==> src/rtl/decode_issue_stage.sv <==
// decode_issue_stage: decode/issue pipeline stage between fetch and execute.
// Holds the architectural register file and a per-register in-flight writer
// scoreboard that interlocks RAW hazards. Valid/ready on both sides, a flush
// for taken branches, and a saturating hazard stall counter.
module decode_issue_stage #(
    parameter int XLEN   = 32,
    parameter int NREGS  = 32,
    parameter int IDW    = $clog2(NREGS),
    parameter int CTRL_W = 16,
    parameter int CNT_W  = 2
) (
    input  logic              clk,
    input  logic              rst_n,
    input  logic              in_valid,
    output logic              in_ready,
    input  logic [XLEN-1:0]   in_pc,
    input  logic [XLEN-1:0]   in_imm,
    input  logic [IDW-1:0]    in_rs1,
    input  logic [IDW-1:0]    in_rs2,
    input  logic [IDW-1:0]    in_rd,
    input  logic              in_uses_rs1,
    input  logic              in_uses_rs2,
    input  logic              in_reg_write,
    input  logic              in_rs1_pc,
    input  logic              in_rs2_neg,
    input  logic [CTRL_W-1:0] in_ctrl,
    input  logic              wb_enable,
    input  logic [IDW-1:0]    wb_idx,
    input  logic [XLEN-1:0]   wb_data,
    input  logic              flush,
    output logic              out_valid,
    input  logic              out_ready,
    output logic [XLEN-1:0]   out_rs1_val,
    output logic [XLEN-1:0]   out_rs2_val,
    output logic [XLEN-1:0]   out_imm,
    output logic [XLEN-1:0]   out_jump_addr,
    output logic [IDW-1:0]    out_rd,
    output logic              out_reg_write,
    output logic [CTRL_W-1:0] out_ctrl,
    output logic [31:0]       stall_cycles
);

    localparam int SUM_W = CNT_W + 2;
    localparam logic [CNT_W-1:0] CNT_MAX = '1;

    logic [XLEN-1:0]   rf_q  [NREGS];
    logic [XLEN-1:0]   rf_d  [NREGS];
    logic [CNT_W-1:0]  cnt_q [NREGS];
    logic [CNT_W-1:0]  cnt_d [NREGS];

    logic              out_valid_q, out_valid_d;
    logic [XLEN-1:0]   out_rs1_val_q, out_rs1_val_d;
    logic [XLEN-1:0]   out_rs2_val_q, out_rs2_val_d;
    logic [XLEN-1:0]   out_imm_q, out_imm_d;
    logic [XLEN-1:0]   out_jump_addr_q, out_jump_addr_d;
    logic [IDW-1:0]    out_rd_q, out_rd_d;
    logic              out_reg_write_q, out_reg_write_d;
    logic [CTRL_W-1:0] out_ctrl_q, out_ctrl_d;
    logic [31:0]       stall_cycles_q, stall_cycles_d;

    logic              wb_hit;
    logic [XLEN-1:0]   rs1_data, rs2_data;
    logic              busy1, busy2, rd_w, hazard, can_load;
    logic              issue, issue_w, kill_w;

    // Next counter value: +1 for an issuing writer, -1 for each retire/kill,
    // clamped at zero so a stray writeback cannot wrap the counter.
    function automatic logic [CNT_W-1:0] next_cnt(input logic [CNT_W-1:0] cur,
                                                  input logic inc,
                                                  input logic dec_a,
                                                  input logic dec_b);
        logic [SUM_W-1:0] up;
        logic [SUM_W-1:0] down;
        up   = {2'b00, cur} + SUM_W'(inc);
        down = SUM_W'(dec_a) + SUM_W'(dec_b);
        return (up >= down) ? CNT_W'(up - down) : '0;
    endfunction

    // Operand read with writeback bypass, hazard detection and handshake.
    always_comb begin
        wb_hit   = wb_enable && (wb_idx != '0);
        rs1_data = '0;
        rs2_data = '0;
        if (in_rs1 != '0) rs1_data = (wb_hit && wb_idx == in_rs1) ? wb_data : rf_q[in_rs1];
        if (in_rs2 != '0) rs2_data = (wb_hit && wb_idx == in_rs2) ? wb_data : rf_q[in_rs2];
        busy1    = (in_rs1 != '0) && (cnt_q[in_rs1] != '0) &&
                   !((cnt_q[in_rs1] == CNT_W'(1)) && wb_enable && (wb_idx == in_rs1));
        busy2    = (in_rs2 != '0) && (cnt_q[in_rs2] != '0) &&
                   !((cnt_q[in_rs2] == CNT_W'(1)) && wb_enable && (wb_idx == in_rs2));
        rd_w     = in_reg_write && (in_rd != '0);
        hazard   = in_valid && ((in_uses_rs1 && busy1) || (in_uses_rs2 && busy2) ||
                                (rd_w && (cnt_q[in_rd] == CNT_MAX)));
        can_load = !out_valid_q || out_ready;
        in_ready = flush || (can_load && !hazard);
        issue    = in_valid && in_ready && !flush;
        issue_w  = issue && rd_w;
        kill_w   = flush && out_valid_q && out_reg_write_q && (out_rd_q != '0);
    end

    // Register file writes and scoreboard counter updates; entry 0 stays zero.
    always_comb begin
        for (int r = 0; r < NREGS; r++) begin
            rf_d[r]  = rf_q[r];
            cnt_d[r] = cnt_q[r];
            if (r != 0) begin
                if (wb_hit && wb_idx == IDW'(r)) rf_d[r] = wb_data;
                cnt_d[r] = next_cnt(cnt_q[r],
                                    issue_w && (in_rd == IDW'(r)),
                                    wb_hit && (wb_idx == IDW'(r)),
                                    kill_w && (out_rd_q == IDW'(r)));
            end
        end
    end

    // Output register: flush kills, issue loads, a consumed entry empties.
    always_comb begin
        out_valid_d     = out_valid_q;
        out_rs1_val_d   = out_rs1_val_q;
        out_rs2_val_d   = out_rs2_val_q;
        out_imm_d       = out_imm_q;
        out_jump_addr_d = out_jump_addr_q;
        out_rd_d        = out_rd_q;
        out_reg_write_d = out_reg_write_q;
        out_ctrl_d      = out_ctrl_q;
        if (flush) begin
            out_valid_d = 1'b0;
        end else if (issue) begin
            out_valid_d     = 1'b1;
            out_rs1_val_d   = in_rs1_pc ? in_pc : rs1_data;
            out_rs2_val_d   = in_rs2_neg ? -rs2_data : rs2_data;
            out_imm_d       = in_imm;
            out_jump_addr_d = in_pc + in_imm;
            out_rd_d        = in_rd;
            out_reg_write_d = in_reg_write;
            out_ctrl_d      = in_ctrl;
        end else if (out_valid_q && out_ready) begin
            out_valid_d = 1'b0;
        end
    end

    // Saturating count of cycles lost to hazards (flushed cycles excluded).
    always_comb begin
        stall_cycles_d = stall_cycles_q;
        if (hazard && !flush && (stall_cycles_q != '1)) stall_cycles_d = stall_cycles_q + 32'd1;
    end

    // State registers with asynchronous active-low reset.
    always_ff @(posedge clk or negedge rst_n) begin
        if (!rst_n) begin
            for (int r = 0; r < NREGS; r++) begin
                rf_q[r]  <= '0;
                cnt_q[r] <= '0;
            end
            out_valid_q     <= 1'b0;
            out_rs1_val_q   <= '0;
            out_rs2_val_q   <= '0;
            out_imm_q       <= '0;
            out_jump_addr_q <= '0;
            out_rd_q        <= '0;
            out_reg_write_q <= 1'b0;
            out_ctrl_q      <= '0;
            stall_cycles_q  <= '0;
        end else begin
            for (int r = 0; r < NREGS; r++) begin
                rf_q[r]  <= rf_d[r];
                cnt_q[r] <= cnt_d[r];
            end
            out_valid_q     <= out_valid_d;
            out_rs1_val_q   <= out_rs1_val_d;
            out_rs2_val_q   <= out_rs2_val_d;
            out_imm_q       <= out_imm_d;
            out_jump_addr_q <= out_jump_addr_d;
            out_rd_q        <= out_rd_d;
            out_reg_write_q <= out_reg_write_d;
            out_ctrl_q      <= out_ctrl_d;
            stall_cycles_q  <= stall_cycles_d;
        end
    end

    assign out_valid     = out_valid_q;
    assign out_rs1_val   = out_rs1_val_q;
    assign out_rs2_val   = out_rs2_val_q;
    assign out_imm       = out_imm_q;
    assign out_jump_addr = out_jump_addr_q;
    assign out_rd        = out_rd_q;
    assign out_reg_write = out_reg_write_q;
    assign out_ctrl      = out_ctrl_q;
    assign stall_cycles  = stall_cycles_q;

endmodule

==> config.mk <==
export PLATFORM = sky130hd
export DESIGN_NAME = decode_issue_stage
export DESIGN_NICKNAME = d
export VERILOG_FILES = /design/src/rtl/decode_issue_stage.sv
export SDC_FILE = /design/constraint.sdc
export NUM_CORES = 2
export LEC_CHECK = 0
export ABC_AREA = 1
export CAP_MARGIN = 20
export CELL_PAD_IN_SITES_DETAIL_PLACEMENT = 0
export CELL_PAD_IN_SITES_GLOBAL_PLACEMENT = 1
export CORE_MARGIN = 2
export CORE_UTILIZATION = 25
export DETAILED_ROUTE_END_ITERATION = 10
export MAX_ROUTING_LAYER = met4
export PLACE_DENSITY_LB_ADDON = 0.1
export REMOVE_ABC_BUFFERS = 1
export SLEW_MARGIN = 40
export SYNTH_ARGS = -nofsm -noshare
export SYNTH_HDL_FRONTEND = slang
export SYNTH_SLANG_ARGS = --single-unit
==> constraint.sdc <==
create_clock -name clk -period 3 [get_ports clk]
set_clock_uncertainty 0.2 [all_clocks]
set_input_delay 0.9 -clock clk [delete_from_list [all_inputs] [get_ports clk]]
set_output_delay 0.9 -clock clk [all_outputs]
set_load 0.02 [all_outputs]
Word-level counts from Yosys, hierarchy flattened
Cells that the tools add are included.
Widths: inputs -> output; s select.

word-level totals
  register bits = 1,237
  input bits = 143
  output and inout bits = 184
  logic and storage cells = 496

operators by class
  add/sub/neg operators = 96
  order comparisons = 34
  eq/ne operators = 99
  mux-type cells = 55
  bitwise logic cells = 4
  reductions and logical operators = 137

operators by type and width
  cell                   count
  $bmux 32 s5            2
  $mux 32                10
  $eq 5x5->1 const B     48
  $eq 5x4->1 const B     24
  $logic_and 1x1->1      119
  $add 2x1->3            31
  $ge 3x2->1             31
  $mux 2                 37
  $add 1x1->2            31
  $sub 2x2->2            31
  $eq 5x3->1 const B     12
  $add 32x1->32 const B  1
  $add 32x32->32         1
  $ne 32x32->1 const B   1
  $neg 32->32            1
  $bmux 2 s5             3
  $eq 5x2->1 const B     6
  $reduce_bool 5->1      5
  $ge 6x6->1 const B     3
  $not 5->6              3
  $eq 5x1->1 const B     3
  $eq 5x5->1             2
  $logic_not 1->1        5
  $eq 2x1->1 const B     2
  other kinds (7)        13

Depth between registers and ports, before layout
  depth in word-level cells = 23
  depth in mapped cells = 25
  mapped depth without buffers = 23

Least setup slack after synthesis
OpenSTA, ideal clock, no wires.

  kind = input -> register
  start = input port in_rs1[2]
  end = register cnt_q[10] (netlist bit)
  setup time = 0.123 ns
  arrival = 3.614 ns
  data required time = 2.677 ns
  path slack = -0.937 ns
  stages on the path = 19
  cells stage by stage = buf_2 > clkinv_1 > nor2_1 > o21ai_0 > nand3_1 > nand2_1 > nand2_1 > o21ai_0 > nand2_1 > nand2_1 > nand3_2 > inv_2 > nand4_1 > clkbuf_1 > nor3_1 > ha_1 > fa_1 > a31oi_1 > nor2_1

RTL lines
  element                        line  text
  start, declared                18    input logic [IDW-1:0] in_rs1,
  end signal, assigned by index  166   cnt_q[r] <= cnt_d[r];
  end, declared                  48    logic [CNT_W-1:0] cnt_q [NREGS];

Final worst setup path
  start = input port in_rs1[0]
  end = output port in_ready

between the ends
  longest elaborated chain between the ends = 16
  elaborated cells between the ends (all ways) = 20

RTL lines
  element                                    line    text
  $not 5->6 (not written as such)            86, 87
  $bmux 2 s5                                 86, 87
  $mux 2 (not written as such) (2 in a row)  86, 87
  $eq 2x1->1                                 87      !((cnt_q[in_rs1] == CNT_W'(1)) && wb_enable && (wb_idx == in_rs1));
  $logic_and 1x1->1 (2 in a row)             87
  $logic_not 1->1                            87
  $logic_and 1x1->1 (*)                      86      busy1 = (in_rs1 != '0) && (cnt_q[in_rs1] != '0) &&
  $logic_and 1x1->1 (*)                      91      hazard = in_valid && ((in_uses_rs1 && busy1) || (in_uses_rs2 && busy2) ||
  $logic_or 1x1->1 (*) (2 in a row)          91
  $logic_and 1x1->1 (*)                      91
  $logic_not 1->1 (*)                        94      in_ready = flush || (can_load && !hazard);
  $logic_and 1x1->1 (*)                      94
  $logic_or 1x1->1 (*)                       94
  end, declared                              15      output logic in_ready,

Mark *: on every way between the ends. The rest lies on a longest branch, timed or not. The select of a mux whose other input is x is not followed.

==> metrics.txt <==
YS warnings 0; total power 0.0667 W; largest net degree at the start of global routing 113; TritonRoute pass-1 iters 6; max-slew violation count 0; failing checks negative setup slack; port bufs 326; routed via count 77800; final non-filler cell area 99700 sq um; Max VDD drop 416 uV; Simple-Gate Fraction of Synth Area 0.221; Synth Instances 10300; CP max FO 10; Yosys cell types 50; H-tree depth 4; register area share after synthesis 0.421; mux contribution to synthesized area 0; # rows 199; Compound-Gate Fraction of Synth Area 0.201; vias in the first global route 75400; main combinational cell family by area after synthesis simple AND/OR/NAND/NOR gates; commonest non-fill, non-tap cell in the layout nand2_1; FF-to-FF End cnt_q[36]; area of the die 299000 sq um; Slowest cell on crit path o211ai_1; Sink Count 1237; Synth area leader dfrtp_1; global-route wire length before repair ~610 mm; die height 547 um; CP delay by family, top simple AND/OR/NAND/NOR gates; Die X between 500 and 600 um; fraction of layout cells with a size suffix above 1 0.166; WP data arrival about 2.8 ns; status finished with violations; dpl cells ~15000; Yosys reg bits ~1200; total gr overflow 0; Most used DFF post-synth dfrtp_1; maxcap violations 0; Layout Nets 11600; Most common cell on crit path nand2_1; Leak 45.7 nW; GRT Total Usage 0.292; Area Growth Syn to Fin 35.4%; Vias/cell 5.09; Top-Level Pins 327; Final Hold Viols 0; CP Cell Sequence buf_8 -> inv_6 -> nor2_4 -> nand2_1 -> nand3_1 -> o211ai_1 -> nand3_1 -> nand2_1 -> nand2_1 -> o21ai_1 -> nand2_1 -> nand2_2 -> nand3_4 -> a21oi_2 -> buf_6; Syn Std Cell Area 73600 sq um; Setup CP Type input port to output pin; Post-DP Area around 90000 sq um; Routed Antenna Nets 0; Post-route DRC 0; Crit. End Element output pin; Fmax achieved roughly 260 MHz; number of synthesized flops with an enable pin 0; Crit path depth 15; core box area 293000 sq um; Finished Layout Cells 15300; Crit. Startpoint in_rs1[0]; 1st-iter DRT viols 7832; last element of the critical path in_ready; Post-synth ARST share 1.00; post-synth top area share 0.421; Critical Path Max Stage Delay around 0.33 ns; FF-to-FF Start cnt_q[8]; Slew headroom 0.438; crit path time final 3.87 ns; most frequent cells in the layout nand2_1 (2924), o21ai_0 (1509), dfrtp_1 (1228), inv_1 (1168), buf_4 (896); Clk Latency, worst-skew pair ~0.9 ns; RSZ-0062 raised after global routing yes; hold_sp wb_data[7]; Longest Clk Path Bufs 4; xor/xnor share of the synthesized area 0.0132; r2r setup slk -0.77 ns; initial antenna violation count 30; crit start category input port; Avg Inst Size Synth 7.17 sq um; Adder-Cell Fraction of Synth Area 0.0354; top cells by area, synth dfrtp_1 (42%), nand2_1 (15%), o21ai_0 (11%); CP required 1.90 ns; dpl hpwl approximately 290 mm; Slew @ Worst Pin ~0.84 ns; Tcrit/Tclk final 1.29; CTS tree done; PD cells 669 nW/um^2; cells on worst reg2reg path 23; Clk pin slew, worst setup/hold paths 0.06 ns; Setup-failing EPs final 218; CTS root buffer clkbuf_16; initial core utilization 0.251; Worst Hold Class input port to flip-flop; CP bufs+invs 3; placer congestion estimate 0.913; CTS buffer count 172; Worst Hold Depth 3; Final WS setup -0.867 ns; post-DR wirelength/cell 28.6 um; WL final 437 mm
## through the flow
step / TNS (ns) / util / hold slack, ns / worst slack (ns)
final: -61.57 / 0.340 / 0.241 / -0.867
after global routing: -103.01 / 0.340 / 0.264 / -1.04
after CTS: -61.60 / 0.337 / 0.204 / -0.996
after detailed placement: -732.14 / 0.306 / 0.264 / -1.74
after global placement: -712.10 / 0.306 / 0.261 / -1.69
after floorplan: -2766.08 / - / 0.259 / -8.62
## where the power goes
| part | total (W) | switching [W] | internal (W) |
|---|---|---|---|
| Combinational | 0.0212 | 0.0127 | 0.00849 |
| Clock | 0.0218 | 0.00896 | 0.0128 |
| Sequential | 0.0237 | 0.00268 | 0.0210 |
## cell usage after synthesis (10+ instances only)
cell,number
nor4_1,10
clkbuf_1,474
buf_1,81
fa_1,32
buf_2,141
xnor2_1,33
xor2_1,78
nand3_1,517
o211ai_1,152
o21ai_1,41
a21oi_1,545
a22oi_1,34
o221ai_1,213
o21ai_0,1551
nor2_1,410
dfrtp_1,1237
inv_1,1196
nor3_1,55
o2111ai_1,11
ha_1,157
o22ai_1,35
a31oi_1,38
buf_6,17
buf_4,61
nand4_1,61
nand2_1,3011
## tightest hold or removal path, stage by stage
cell and delay (ns):
buf_2 0.17, nand2_1 0.08, o21ai_0 0.08
## layout make-up
class / instances / area (sq um)
Timing Repair Buffer: 1558 / 16600
Fill cell: 31200 / 194000
Clock inverter: 54 / 658
Antenna cell: 20 / 50.0
Tap cell: 3919 / 4900
Multi-Input combinational cell: 7037 / 36700
Clock buffer: 254 / 5120
Sequential cell: 1237 / 31000
Inverter: 1214 / 4620
## routing by layer
| metal | share of wire | GRT usage | wire, um | up-vias |
|---|---|---|---|---|
| met5 | 0 | - | 0 | - |
| met3 | 0.059 | 0.0419 | 26000 | 579 |
| met2 | 0.45 | 0.451 | 198000 | 2872 |
| met4 | 0.039 | 0.0992 | 17100 | 0 |
| met1 | 0.45 | 0.390 | 196000 | 39000 |
| li1 | - | - | - | 35400 |
## registers in the layout, indices dropped and copies added, names as in the netlist
name / cells
rf_q: 992
out_rs1_val: 32
out_imm: 32
out_ctrl: 16
cnt_q: 62
out_rd: 5
stall_cycles: 32
out_valid: 1
out_rs2_val: 32
out_jump_addr: 32
out_reg_write: 1
## repair_timing
item / in CTS / in global routing
gates resized for setup: 525 / 118
setup buffers: 84 / 26
hold endpoints to repair: 37 / 0
gates cloned: 25 / 6
pin swaps: 146 / 39
hold buffers: 1 / 0
endpoints found under the setup margin: 341 / 313
## worst min path at each step
| stage | to | slack, ns |
|---|---|---|
| final | rf_q[935] | 0.24 |
| after global routing | rf_q[935] | 0.26 |
| after CTS | rf_q[967] | 0.20 |
| after detailed placement | out_rs1_val[31] | 0.26 |
| after global placement | out_ctrl[9] | 0.26 |
| after floorplan | rf_q[818] | 0.26 |
## logic make-up after synthesis
logic type,after synthesis
xor+xnor,111
simple gates,4082
buf+inv,1988
flops,1237
compound gates,2653
fa+ha+maj,189
No activity file was read; power rests on OpenSTA's default activity.
